File: config.mk
export PLATFORM = sky130hd
export DESIGN_NAME = result_flag_sel_pipe
export DESIGN_NICKNAME = d
export VERILOG_FILES = /design/src/rtl/result_flag_sel_pipe.sv
export SDC_FILE = /design/constraint.sdc
export NUM_CORES = 1
export LEC_CHECK = 0
export ABC_AREA = 0
export CAP_MARGIN = 20
export CORE_UTILIZATION = 45
export DETAILED_ROUTE_END_ITERATION = 16
export DONT_BUFFER_PORTS = 1
export PLACE_DENSITY = 0.65
export SLEW_MARGIN = 20
export SYNTH_ARGS = -nofsm -noshare
export SYNTH_HDL_FRONTEND = slang
export SYNTH_SLANG_ARGS = --single-unit
File: constraint.sdc
create_clock -name clk -period 1.3 [get_ports clk]
set_input_delay 0.195 -clock clk [delete_from_list [all_inputs] [get_ports clk]]
set_output_delay 0.195 -clock clk [all_outputs]
set_load 0.01 [all_outputs]
File: src/rtl/result_flag_sel_pipe.sv
// Result/flag selector feeding a 2-entry valid/ready stage (output + skid register),
// with an architectural status register updated as each word leaves the stage.
module result_flag_sel_pipe #(
    parameter int WIDTH = 8,
    parameter int FLAGW = 4,
    parameter int NSRC  = 4,
    parameter int SELW  = 2
) (
    input  logic                   clk,
    input  logic                   rst_n,
    input  logic [NSRC*WIDTH-1:0]  in_data,
    input  logic [NSRC*FLAGW-1:0]  in_flags,
    input  logic [SELW-1:0]        sel,
    input  logic                   flag_upd,
    input  logic                   in_valid,
    output logic                   in_ready,
    output logic [WIDTH-1:0]       out_data,
    output logic [FLAGW-1:0]       out_flags,
    output logic                   out_valid,
    input  logic                   out_ready,
    output logic [FLAGW-1:0]       status,
    output logic                   sel_err,
    input  logic                   status_clr
);

    logic [WIDTH-1:0] sel_data;
    logic [FLAGW-1:0] sel_flags;
    logic             sel_ok;
    logic             word_upd;

    // Skid entry (_p0) and output entry (_p1)
    logic [WIDTH-1:0] data_p0, data_p1;
    logic [FLAGW-1:0] flags_p0, flags_p1;
    logic             upd_p0, upd_p1;
    logic             vld_p0, vld_p1;

    logic accept_in;
    logic accept_out;

    // Out-of-range selects match no source and yield an all-zero, non-updating word
    always_comb begin
        sel_data  = '0;
        sel_flags = '0;
        sel_ok    = 1'b0;
        for (int k = 0; k < NSRC; k++) begin
            if (sel == SELW'(k)) begin
                sel_data  = in_data[k*WIDTH +: WIDTH];
                sel_flags = in_flags[k*FLAGW +: FLAGW];
                sel_ok    = 1'b1;
            end
        end
        word_upd = flag_upd & sel_ok;
    end

    assign accept_in  = in_valid & ~vld_p0;
    assign accept_out = vld_p1 & out_ready;

    always_ff @(posedge clk) begin
        if (!rst_n) begin
            data_p0  <= '0;
            flags_p0 <= '0;
            upd_p0   <= 1'b0;
            vld_p0   <= 1'b0;
            data_p1  <= '0;
            flags_p1 <= '0;
            upd_p1   <= 1'b0;
            vld_p1   <= 1'b0;
        end else if (!vld_p1 || accept_out) begin
            if (vld_p0) begin
                data_p1  <= data_p0;
                flags_p1 <= flags_p0;
                upd_p1   <= upd_p0;
                vld_p1   <= 1'b1;
                vld_p0   <= 1'b0;
            end else if (accept_in) begin
                data_p1  <= sel_data;
                flags_p1 <= sel_flags;
                upd_p1   <= word_upd;
                vld_p1   <= 1'b1;
            end else begin
                vld_p1   <= 1'b0;
            end
        end else if (accept_in) begin
            data_p0  <= sel_data;
            flags_p0 <= sel_flags;
            upd_p0   <= word_upd;
            vld_p0   <= 1'b1;
        end
    end

    // Clear outranks both the flag update and the out-of-range set
    always_ff @(posedge clk) begin
        if (!rst_n) begin
            status  <= '0;
            sel_err <= 1'b0;
        end else if (status_clr) begin
            status  <= '0;
            sel_err <= 1'b0;
        end else begin
            if (accept_out && upd_p1)
                status <= flags_p1;
            if (accept_in && !sel_ok)
                sel_err <= 1'b1;
        end
    end

    assign in_ready  = ~vld_p0;
    assign out_data  = data_p1;
    assign out_flags = flags_p1;
    assign out_valid = vld_p1;

endmodule

==> flow_metrics.tcl <==
set metrics [dict create \
    outcome "completed" \
    p_per_area_nw_per_um2 1108 \
    drc_errors 0 \
    cts_setup_buffers 0 \
    nFillCells 316 \
    placed_cells 173 \
    syn_inst 132 \
    numCtsBuffers 5 \
    finalNonFillerCells 181 \
    routedWlPerCell_um 16.64 \
    clk_pin_slew_worst_paths_ns 0.09 \
    netlist.area_leader.share_pct 41.25 \
    avgSynthCellArea_um2 12.13 \
    start_kind "flop" \
    htreeDepth 2 \
    design_power_total_mw 1.938 \
    die_y_um 61.66 \
    hold_start "in_valid" \
    fin_worst_skew_ns 0.009810 \
    core_um2 3363 \
    die_area_um2 3801 \
    rsz0062_at_grt "false" \
    drtIter0Drc 17 \
    antenna_found_initial 0 \
    worst-endpoint-arrival_ns 1.02 \
    peakVddDrop_mv 0.4858 \
    ios 75 \
    r2r_start "out_valid" \
    n_antenna_cell 0 \
    grt_max_degree 29 \
    critical-path-top-delay-family "flip-flops" \
    synthTopCellsByCount "dfxtp_1, mux2i_1, a21oi_1" \
    final_area_um2 1749 \
    area_growth_pct 9.219 \
    clk_path_buf_depth 2 \
    ys_seq_area_share_pct 41.25 \
    async_flop_share_pct 0 \
    cap_violations 0 \
    synth_area_um2 1602 \
    drive_gt1_share_pct 14.81 \
    placed_area_um2 1658 \
    setup_viol_count_final 0 \
    ys_ff_latch 33 \
    vias 1110 \
    synth_edf_count 0 \
    critPathRequiredTime_ns 1.11 \
    max_stage_delay_ns 0.36 \
    ys_warn_count 0 \
    grt_overflow 0 \
    hold_viol 0 \
    max_slew_margin_pct 81.12 \
    crit_path_cell_trace "inv_2 -> buf_12 -> buf_4" \
    finalCritPeriodShare_pct 93.58 \
    grt_pass1_wl_mm 4.443 \
    cts_root_buf "clkbuf_4" \
    crit_path_start "vld_p0" \
    synth_cell_types 21 \
    wl_mm 3.012 \
    critical_path_class "flop to output port" \
    die_x_um 61.66 \
    drtAntennaViolNets 0 \
    insertion_delay_ns 0.33 \
    port_buffers 0 \
    worstMarginPinSlew_ns 0.2825 \
    p_leak_nw 0.7474 \
    critPathBufInv 3 \
    yosysTopAreaCell "dfxtp_1" \
    hp-class "input port to flop" \
    viasPerCell 6.133 \
    syn-num-nets 188 \
    synth-main-ff-cell "dfxtp_1" \
    grt.total_usage_pct 16.58 \
    synth.top_cells.by_area "dfxtp_1, mux4_1, mux2i_1" \
    first_pass_iters 4 \
    critical-path-slowest-cell "dfxtp_2" \
    fmax_mhz 822.0 \
    cp_max_fo 13 \
    dp_hpwl_mm 2.333 \
    cts_tree "yes" \
    start_util_pct 47.62 \
    period_minus_slack_ns 1.217 \
    gp_congestion 0.7129 \
    row_count 21 \
    yosysMostFrequentCell "dfxtp_1" \
    finalMaxSlewViolations 0 \
    grt_pass1_vias 989 \
    cp-end-kind "output port" \
    finalNetCount 191 \
    clock_sinks 33 \
]
kinds of logic (layout without fill, tap and decap cells):
family	Yosys count	after routing	synth area share [%]
AOI/OAI and AO/OA	39	39	18.13
buffers and inverters	15	18	4.843
DFF	33	33	41.25
muxes	30	30	30.94
and+or+nand+nor	15	15	4.843
path summary, 6_finish.rpt:
| path | end | slack, ns | cells past startpoint |
|---|---|---|---|
| setup reg to reg | out_data[3] | 0.11 | 5 |
| setup / recovery | in_ready | 0.08 | 3 |
| hold reg to reg | data_p0[4] | 0.48 | 1 |
| hold / removal | vld_p0 | 0.05 | 2 |
power by group:
| group | switching [mW] | internal, mW | total (mW) |
|---|---|---|---|
| Sequential | 0.0511 | 1.06 | 1.11 |
| Combinational | 0.119 | 0.142 | 0.261 |
| Clock | 0.308 | 0.255 | 0.563 |
layout by cell type, fill, tap and decap left out:
cell,instances
clkinv_1,1
nor3_1,1
a22o_2,1
buf_4,5
dfxtp_2,1
nand3_1,1
nor2_4,1
or2_4,1
clkbuf_4,5
clkbuf_1,1
mux2i_1,18
dfxtp_1,32
clkbuf_8,1
a22o_1,11
a311oi_1,13
and2_4,1
dlygate4sd3_1,1
and4bb_2,1
mux4_1,12
buf_12,2
nand2b_1,2
inv_2,1
nor2_1,7
a21oi_1,14
inv_1,1
state kept, by name (all words and copies together) (netlist names):
register   cells
upd_p0         1
out_data       8
vld_p0         1
out_valid      1
flags_p0       4
status         4
sel_err        1
out_flags      4
upd_p1         1
data_p0        8
through the flow:
step           utilization [%]  setup slack, ns  hold slack (ns)  setup TNS (ns)
4_1_cts                  51.19          0.01846         0.005749               0
3_3_place_gp             49.29          -0.1501           0.3467          -1.464
6_report                 52.01          0.08345          0.04909               0
3_5_place_dp             49.29          -0.1829           0.3528          -1.832
5_1_grt                  52.01         0.005230          0.04520               0
2_1_floorplan                -          0.01622           0.3422               0
area by class of cell:
| class | count | area (µm²) | share of cell area [%] |
|---|---|---|---|
| clock buffer | 7 | 55.05 | 3.147 |
| inverter | 3 | 11.26 | 0.6438 |
| multi-input combinational | 84 | 875.8 | 50.07 |
| sequential | 33 | 661.9 | 37.84 |
| tap | 46 | 57.56 | 3.290 |
| timing repair buffer | 8 | 87.58 | 5.007 |
metal layers:
layer	share of wire, %	wire (µm)	track usage, %
met5	0	0	0
met4	1.5	44	5.714
met3	10	309	7.773
met2	47	1408	24.88
met1	41	1249	21.07
repair_timing:
item / 4_1_cts / 5_1_grt
gates resized for setup: 4 / 6
hold buffers: 0 / 1
setup endpoints to repair: 13 / 21
hold endpoints to repair: 0 / 1
Note: power is estimated with default switching activity, not from simulation.
